==> src/rtl/cskip_adder_pipe_if.sv <==
// Operand/result handshake bundle for cskip_adder_pipe.
// Define CSKIP_OVF_EN to add the signed-overflow result bit (ovf).
interface cskip_adder_pipe_if #(
  parameter int WIDTH = 64
);
  logic             in_valid;
  logic             in_ready;
  logic [WIDTH-1:0] a;
  logic [WIDTH-1:0] b;
  logic             cin;
  logic             sub;
  logic             out_valid;
  logic             out_ready;
  logic [WIDTH-1:0] sum;
  logic             cout;
`ifdef CSKIP_OVF_EN
  logic             ovf;

  modport master (
    output in_valid, a, b, cin, sub, out_ready,
    input  in_ready, out_valid, sum, cout, ovf
  );

  modport slave (
    input  in_valid, a, b, cin, sub, out_ready,
    output in_ready, out_valid, sum, cout, ovf
  );
`else
  modport master (
    output in_valid, a, b, cin, sub, out_ready,
    input  in_ready, out_valid, sum, cout
  );

  modport slave (
    input  in_valid, a, b, cin, sub, out_ready,
    output in_ready, out_valid, sum, cout
  );
`endif
endinterface

==> src/rtl/cskip_adder_pipe.sv <==
// Pipelined carry-skip adder/subtractor: one WIDTH/STAGES slice per stage, valid/ready on both ends.
// Define CSKIP_OVF_EN to also produce the pipelined signed-overflow flag.
module cskip_adder_pipe #(
  parameter int WIDTH  = 64,
  parameter int STAGES = 4,
  parameter int BLOCK  = 4
) (
  input logic              clk,
  input logic              rst,
  cskip_adder_pipe_if.slave bus
);

  localparam int SW = WIDTH / STAGES;
  localparam int NB = SW / BLOCK;
`ifdef CSKIP_OVF_EN
  localparam int RW = SW + 2;
`else
  localparam int RW = SW + 1;
`endif

  // Returns {[carry into slice MSB,] carry-out, sum}; ripple inside a block, skip mux across it.
  function automatic logic [RW-1:0] slice_add(input logic [SW-1:0] x,
                                              input logic [SW-1:0] y,
                                              input logic          ci);
    logic [SW-1:0] s;
    logic          c;
    logic          rc;
    logic          p;
    logic          t;
    int            n;
`ifdef CSKIP_OVF_EN
    logic          cm;
    cm = ci;
`endif
    s = '0;
    c = ci;
    for (int j = 0; j < NB; j++) begin
      p  = 1'b1;
      rc = c;
      for (int i = 0; i < BLOCK; i++) begin
        n = j * BLOCK + i;
        t = x[n] ^ y[n];
`ifdef CSKIP_OVF_EN
        if (n == SW - 1) cm = rc;
`endif
        s[n] = t ^ rc;
        rc   = (x[n] & y[n]) | (rc & t);
        p    = p & t;
      end
      c = p ? c : rc;
    end
`ifdef CSKIP_OVF_EN
    return {cm, c, s};
`else
    return {c, s};
`endif
  endfunction

  logic [STAGES-1:0] v;
  logic [STAGES-1:0] adv;
  logic [STAGES-1:0] src_v;
  logic [STAGES-1:0] cin_k;
  logic [STAGES-1:0] c_r;
  logic [STAGES-1:0] nxt_c;
  logic [WIDTH-1:0]  s_r   [STAGES];
  logic [WIDTH-1:0]  a_r   [STAGES];
  logic [WIDTH-1:0]  b_r   [STAGES];
  logic [WIDTH-1:0]  op_a  [STAGES];
  logic [WIDTH-1:0]  op_b  [STAGES];
  logic [WIDTH-1:0]  nxt_s [STAGES];
  logic [RW-1:0]     res   [STAGES];
`ifdef CSKIP_OVF_EN
  logic              ovf_r;
`endif

  // A stage may load when it is empty or the stage after it is moving.
  always_comb begin
    logic chain;
    adv   = '0;
    chain = !v[STAGES-1] || bus.out_ready;
    adv[STAGES-1] = chain;
    for (int k = STAGES - 2; k >= 0; k--) begin
      chain  = !v[k] || chain;
      adv[k] = chain;
    end
  end

  // Stage 0 takes the raw beat (b inverted, carry forced to 1 for subtract); later stages take the previous register.
  always_comb begin
    op_a[0]  = bus.a;
    op_b[0]  = bus.sub ? ~bus.b : bus.b;
    cin_k[0] = bus.sub | bus.cin;
    src_v[0] = bus.in_valid;
    nxt_s[0] = '0;
    for (int k = 1; k < STAGES; k++) begin
      op_a[k]  = a_r[k-1];
      op_b[k]  = b_r[k-1];
      cin_k[k] = c_r[k-1];
      src_v[k] = v[k-1];
      nxt_s[k] = s_r[k-1];
    end
    nxt_c = '0;
    for (int k = 0; k < STAGES; k++) begin
      res[k]               = slice_add(op_a[k][k*SW +: SW], op_b[k][k*SW +: SW], cin_k[k]);
      nxt_s[k][k*SW +: SW] = res[k][SW-1:0];
      nxt_c[k]             = res[k][SW];
    end
  end

  always_ff @(posedge clk or posedge rst) begin
    if (rst) begin
      v   <= '0;
      c_r <= '0;
      for (int k = 0; k < STAGES; k++) begin
        s_r[k] <= '0;
        a_r[k] <= '0;
        b_r[k] <= '0;
      end
`ifdef CSKIP_OVF_EN
      ovf_r <= 1'b0;
`endif
    end else begin
      for (int k = 0; k < STAGES; k++) begin
        if (adv[k]) begin
          v[k] <= src_v[k];
          if (src_v[k]) begin
            s_r[k] <= nxt_s[k];
            c_r[k] <= nxt_c[k];
            a_r[k] <= op_a[k];
            b_r[k] <= op_b[k];
          end
        end
      end
`ifdef CSKIP_OVF_EN
      if (adv[STAGES-1] && src_v[STAGES-1])
        ovf_r <= res[STAGES-1][SW+1] ^ res[STAGES-1][SW];
`endif
    end
  end

  assign bus.in_ready  = adv[0];
  assign bus.out_valid = v[STAGES-1];
  assign bus.sum       = s_r[STAGES-1];
  assign bus.cout      = c_r[STAGES-1];
`ifdef CSKIP_OVF_EN
  assign bus.ovf       = ovf_r;
`endif

endmodule

==> src/flat_wrapper.sv <==
// flat-port wrapper written by rule: the top's interface ports become plain ports
module cskip_adder_pipe_flat 
#(
  parameter int WIDTH  = 64,
  parameter int STAGES = 4,
  parameter int BLOCK  = 4
)
  (clk, rst, bus_in_valid, bus_a, bus_b, bus_cin, bus_sub, bus_out_ready, bus_in_ready, bus_out_valid, bus_sum, bus_cout);
  cskip_adder_pipe_if #(.WIDTH(WIDTH)) bus_i ();
  input logic clk;
  input logic rst;
  input wire logic [$bits(bus_i.in_valid)-1:0] bus_in_valid;
  input wire logic [$bits(bus_i.a)-1:0] bus_a;
  input wire logic [$bits(bus_i.b)-1:0] bus_b;
  input wire logic [$bits(bus_i.cin)-1:0] bus_cin;
  input wire logic [$bits(bus_i.sub)-1:0] bus_sub;
  input wire logic [$bits(bus_i.out_ready)-1:0] bus_out_ready;
  output wire logic [$bits(bus_i.in_ready)-1:0] bus_in_ready;
  output wire logic [$bits(bus_i.out_valid)-1:0] bus_out_valid;
  output wire logic [$bits(bus_i.sum)-1:0] bus_sum;
  output wire logic [$bits(bus_i.cout)-1:0] bus_cout;
  assign bus_i.in_valid = bus_in_valid;
  assign bus_i.a = bus_a;
  assign bus_i.b = bus_b;
  assign bus_i.cin = bus_cin;
  assign bus_i.sub = bus_sub;
  assign bus_i.out_ready = bus_out_ready;
  assign bus_in_ready = bus_i.in_ready;
  assign bus_out_valid = bus_i.out_valid;
  assign bus_sum = bus_i.sum;
  assign bus_cout = bus_i.cout;
  cskip_adder_pipe #(.WIDTH(WIDTH), .STAGES(STAGES), .BLOCK(BLOCK)) u_core (.clk(clk), .rst(rst), .bus(bus_i));
endmodule
==> config.mk <==
export PLATFORM = sky130hd
export DESIGN_NAME = cskip_adder_pipe_flat
export DESIGN_NICKNAME = d
export VERILOG_FILES = /design/src/rtl/cskip_adder_pipe_if.sv /design/src/rtl/cskip_adder_pipe.sv /design/src/flat_wrapper.sv
export SDC_FILE = /design/constraint.sdc
export NUM_CORES = 1
export LEC_CHECK = 0
export ABC_AREA = 1
export ABC_CLOCK_PERIOD_IN_PS = 10390
export CORE_MARGIN = 10
export CORE_UTILIZATION = 50
export CTS_CLUSTER_SIZE = 28
export DETAILED_ROUTE_END_ITERATION = 10
export PLACE_DENSITY = 0.81
export SLEW_MARGIN = 20
export SYNTH_ARGS = -nofsm -noshare
export SYNTH_HDL_FRONTEND = slang
export SYNTH_SLANG_ARGS = --single-unit
==> constraint.sdc <==
create_clock -name clk -period 10.39 [get_ports clk]
set_clock_uncertainty 0.05 [all_clocks]
set_input_delay 1.039 -clock clk [delete_from_list [all_inputs] [get_ports clk]]
set_output_delay 1.039 -clock clk [all_outputs]
set_load 0.01 [all_outputs]
* Word level (Yosys, flattened, before mapping)
Index checks and enable logic that the tools add are counted. Widths: inputs -> output; s select.
Word-level totals: register bits 552, word-level logic and storage cells 417, output and inout port bits 67
Cells by class: mux-type cells 17, bitwise operators 370, reductions and logical operators 12
Operators with widths (number):
- $and 1x1->1 | 176
- $xor 1x1->1 | 128
- $or 1x1->1 | 65
- $mux 64 | 1
- $not 64->64 | 1
- $mux 1 | 16
- $reduce_and 2->1 | 4
- $logic_not 1->1 | 4
- $logic_or 1x1->1 | 4

* Depth between registers and ports, before layout
depth in word-level cells 39, mapped depth 32, gate-level depth less buffers 32

* Worst setup path after synthesis
OpenSTA, ideal clock, no wires.
kind input to register, start input port bus_sub, end register u_core.s_r, in the netlist u_core.nxt_s[143], stages on the path 30, data arrival time 8.569 ns, buffers on the path 2, slack 1.639 ns, cells stage by stage buf_4 buf_2 xnor2_1 fa_1 fa_1 fa_1 fa_1 o21bai_1 and2_1 fa_1 fa_1 fa_1 fa_1 o21ai_0 nand2_1 fa_1 fa_1 fa_1 fa_1 or2_2 and2_1 fa_1 inv_1 fa_1 inv_1 fa_1 inv_1 fa_1 nand2_1 o21ai_0
RTL lines:
- from (decl) | line flat_wrapper.sv:16 | input wire logic [$bits(bus_i.sub)-1:0] bus_sub;
- to (signal, indexed assignment) | line cskip_adder_pipe.sv:127 | s_r[k] <= nxt_s[k];
- to (decl) | line cskip_adder_pipe.sv:65 | logic [WIDTH-1:0] s_r [STAGES];

* Worst setup path in the final report
start register u_core.b_r[160] in the netlist's numbering, end register u_core.s_r, in the netlist u_core.nxt_s[47]
Between the ends: longest elaborated chain between the ends 35, elaborated cells between the ends (all ways) 39, those cells by class mux (3); bitwise (36)
RTL lines:
- from (decl) | line cskip_adder_pipe.sv:67 | logic [WIDTH-1:0] b_r [STAGES];
- from (signal, indexed assignment) | line cskip_adder_pipe.sv:130 | b_r[k] <= op_b[k];
- $xor 1x1->1 | line cskip_adder_pipe.sv:42 | t = x[n] ^ y[n];
- $and 1x1->1 | line cskip_adder_pipe.sv:47 | rc = (x[n] & y[n]) | (rc & t);
- $or 1x1->1 | line cskip_adder_pipe.sv:47
- $and 1x1->1 | line cskip_adder_pipe.sv:47
- $or 1x1->1 | line cskip_adder_pipe.sv:47
- $and 1x1->1 | line cskip_adder_pipe.sv:47
- $or 1x1->1 | line cskip_adder_pipe.sv:47
- $and 1x1->1 | line cskip_adder_pipe.sv:47
- [19 not listed]
- $mux 1 (*) | line cskip_adder_pipe.sv:50 | c = p ? c : rc;
- $and 1x1->1 (*) | line cskip_adder_pipe.sv:47
- $or 1x1->1 (*) | line cskip_adder_pipe.sv:47
- $and 1x1->1 (*) | line cskip_adder_pipe.sv:47
- $or 1x1->1 (*) | line cskip_adder_pipe.sv:47
- $and 1x1->1 (*) | line cskip_adder_pipe.sv:47
- $or 1x1->1 (*) | line cskip_adder_pipe.sv:47
- $xor 1x1->1 (*) | line cskip_adder_pipe.sv:46 | s[n] = t ^ rc;
Mark *: on every way between the ends. The rest lies on a longest branch, timed or not. A chain may end at the register's enable or synchronous reset.

==> impl_summary.md <==
STA
The achievable frequency is 112 MHz. The worst slew margin relative to its limit is 0.329. The count of endpoints failing setup in the final report is 0. The tightest hold path in the finished design has a slack of 0.415 ns. Setup repair after global routing left no endpoint under its margin. Of the available clock period, the critical path in the final layout requires 0.862. For the pin with the worst max-slew slack, the measured transition is 1.01 ns. The hold violation count in the final report is 0. The count of pins over their slew limit is 0.

The shortest period the worst path allows is 8.96 ns. The final total negative setup slack is 0 ns.

Logic synthesis
The count of synthesis-stage warnings from yosys is 0. The synthesized netlist cell count is 1474. The flip-flop cell with the highest count after synthesis is dfrtp_1. The share of the Yosys chip area taken by registers is 0.544. The post-synthesis average cell area is between 10 and 15 um^2. Yosys mapped a number of flops with a built-in enable equal to 0. Sorting the synthesized cells by area gives the leading types as dfrtp_1 (54%), fa_1 (7.7%), nand2_1 (6.7%).

The number of storage elements in the synthesis netlist is 360. The number of different library cells in the post-synthesis netlist is 26. Counting every net in the synthesized netlist gives 1736. The cell area that synthesis handed to floorplanning was 0.0166 mm^2. Of the post-synthesis cell area, the dominant cell type holds 0.544. For this run, asynchronously set or reset flops after synthesis account for 1.00. Summed over all instances, the cell type with the most area after synthesis is dfrtp_1.

GRT
The residual overflow from global routing is 0. The pin count of the biggest net entering global routing is around 180. The number of antenna violations at the first check in global routing is 2. In the global route stage, overall resource usage came out at 0.177.

The number of global-route vias before repair was 11.7k. The first global-routing pass estimated 59.6 mm of wire.

Drt
Detailed routing inserted a total of between 10k and 15k vias. The final layout contains routed wiring with a total length of roughly 36 mm. After detailed routing, the average wire length per cell comes to ~17 um.

The average vias per placed instance is roughly 5.0. The number of detailed-route iterations in the first pass is 5. The count of nets left with antenna violations once routing finished came out at 0.

The detailed router's first-iteration violation count is between 500 and 600. The count of unresolved DRC violations after routing is 0.

Clock tree
In this run, post-CTS repair resized a total of 0 instances. The latest clock arrival within the worst-skew pair is 0.51 ns. The H-tree generated during clock tree synthesis spans 2 levels.

The tree is rooted in a clkbuf_16. In this run the deepest clock path goes through 3 buffers. The clock-pin slew on the worst setup and hold paths is ~0.06 ns. In this run the post-CTS setup repair buffer count came out at 0.

CTS saw 360 sinks. The number of CTS-inserted buffers is 38. TritonCTS built the clock tree. The post-cts hold buffer count is 0.

Final layout
The net count of the finished layout is 1916. Of the cells placed in the final design, the portion with a size suffix greater than 1 is 0.104. In the layout the commonest cells are dfrtp_1 (360), nand2_1 (295), clkdlybuf4s50_1 (199).

The area growth from synthesis to layout is 21.9%. Leaving out fill and tap cells, the most frequent cell in the layout is dfrtp_1.

Setup path
Data on the critical path arrives at its endpoint at 9.32 ns. The critical path in this run is classified as reg2reg. The maximum net fanout on the critical path is 2. The type of element capturing the critical path is a flip-flop. For the worst setup path, the data required time is approximately 11 ns. The critical path launch point type is a flip-flop.

Floorplan
From left edge to right edge, the die measures between 200 and 250 um. The initial core utilization is 0.508. The region available for standard cell placement spans 0.0326 mm^2. The overall die area is 0.0408 mm^2. The die is 202 um tall.

The standard-cell row count is 66. For this design the top-level I/O count stands at 201.

Placed design
The weighted congestion reported at the end of routability-driven placement is between 0.7 and 0.8. The total half-perimeter wirelength after legalization and detailed placement is 24.6 mm. The number of port buffers is 200.

Run
The tool flagged a number of max-cap violations equal to 0.

Power and ir drop
The static leakage is 9.41 nW. In this run the power density over the cells is between 200 and 300 mW/mm^2. Summing internal, switching and leakage power gives 5.62 mW.

Across the VDD grid, the largest voltage drop is 0.130 mV.

Status
The run finished with clean final reports.

Worst hold path
The worst hold path class is reg2reg.
[registers in the layout, summed over array words and instances, names as in the netlist]
signal          flops
u_core.a_r         96
u_core.b_r         96
u_core.bus.sum     64
u_core.c_r          4
u_core.nxt_s       96
u_core.v            4
[cells in the mapped netlist, types with 19 or more instances]
cell type and n:
xnor2_1 62, a21oi_1 35, dfrtp_1 360, buf_2 27
nand3_1 23, ha_1 64, o21ai_1 30, nand2_1 296
o21ai_0 143, fa_1 64, mux2_2 86, mux2_1 39
buf_4 19, nor2_1 59, inv_1 125
[critical path, cell delays in order (launching register included)]
cell     delay [ns]
dfrtp_1        0.38
inv_1          0.10
fa_1           0.17
inv_1          0.05
fa_1           0.45
fa_1           0.48
fa_1           0.42
o21ai_0        0.11
nand2_1        0.11
fa_1           0.46
fa_1           0.46
fa_1           0.47
fa_1           0.42
or2_2          0.32
and2_1         0.19
fa_1           0.47
fa_1           0.48
fa_1           0.46
fa_1           0.42
o21ai_0        0.18
nand2_1        0.15
fa_1           0.47
fa_1           0.48
fa_1           0.43
inv_1          0.09
fa_1           0.39
o21ai_0        0.19
[final cells by class]
type                            instances  area (um^2)
Antenna cell                            1         2.50
Multi-Input combinational cell        918         6670
Inverter                              126          478
Clock inverter                         22          328
Timing Repair Buffer                  210         2100
Clock buffer                           47         1050
Tap cell                              442          553
Fill cell                            2547        12400
Sequential cell                       360         9010
[kinds of logic (layout without fill, tap and decap cells)]
| family | Yosys count | in the layout | synth area share |
|---|---|---|---|
| adder cells (fa/ha/maj) | 128 | 128 | 0.126 |
| multiplexers | 125 | 125 | 0.0850 |
| other | 0 | 1 | 0 |
| AO/OA/AOI/OAI | 209 | 209 | 0.0633 |
| AND/OR/NAND/NOR | 392 | 392 | 0.0936 |
| flip-flops | 360 | 360 | 0.544 |
| buffers and inverters | 196 | 405 | 0.0548 |
| XOR/XNOR | 64 | 64 | 0.0338 |
[per-stage QoR]
stage	utilization	instances	cell area [um^2]	setup slack, ns
finish	0.619	2126	20200	1.43
global route	0.619	2125	20200	1.01
CTS	0.618	2124	20200	1.39
detailed placement	0.576	2055	18800	0.956
global placement	0.576	2055	18800	1.13
floorplan	-	1474	16600	1.64
[final timing paths]
kind	startpoint	end	slack, ns	cells past startpoint
max in group asynchronous	rst	u_core.nxt_s[85]$_DFFE_PP0P_	7.19	5
worst max-delay path	u_core.b_r[160]$_DFFE_PP0P_	u_core.nxt_s[47]$_DFFE_PP0P_	1.43	26
worst max register to register	u_core.b_r[160]$_DFFE_PP0P_	u_core.nxt_s[47]$_DFFE_PP0P_	1.43	26
worst min register to register	u_core.b_r[190]$_DFFE_PP0P_	u_core.b_r[190]$_DFFE_PP0P_	0.41	2
worst min-delay path	u_core.b_r[190]$_DFFE_PP0P_	u_core.b_r[190]$_DFFE_PP0P_	0.41	2
min in group asynchronous	rst	u_core.a_r[242]$_DFFE_PP0P_	0.88	2
[where the power goes]
group          switching (mW)  leakage (nW)  total [mW]  internal, mW
Sequential              0.353          4.35        2.29          1.94
Clock                   0.548         0.679        1.47         0.918
Combinational           0.926          4.38        1.86         0.935
Total                    1.83          9.41        5.62          3.79
[metal layers]
layer	vias up	wire length (um)	track usage
li1	5034	-	-
met5	-	13	0
met4	2	704	0.0467
met3	56	2000	0.0422
met2	227	17600	0.308
met1	5315	15300	0.217
Note: power is estimated with default switching activity, not from simulation.
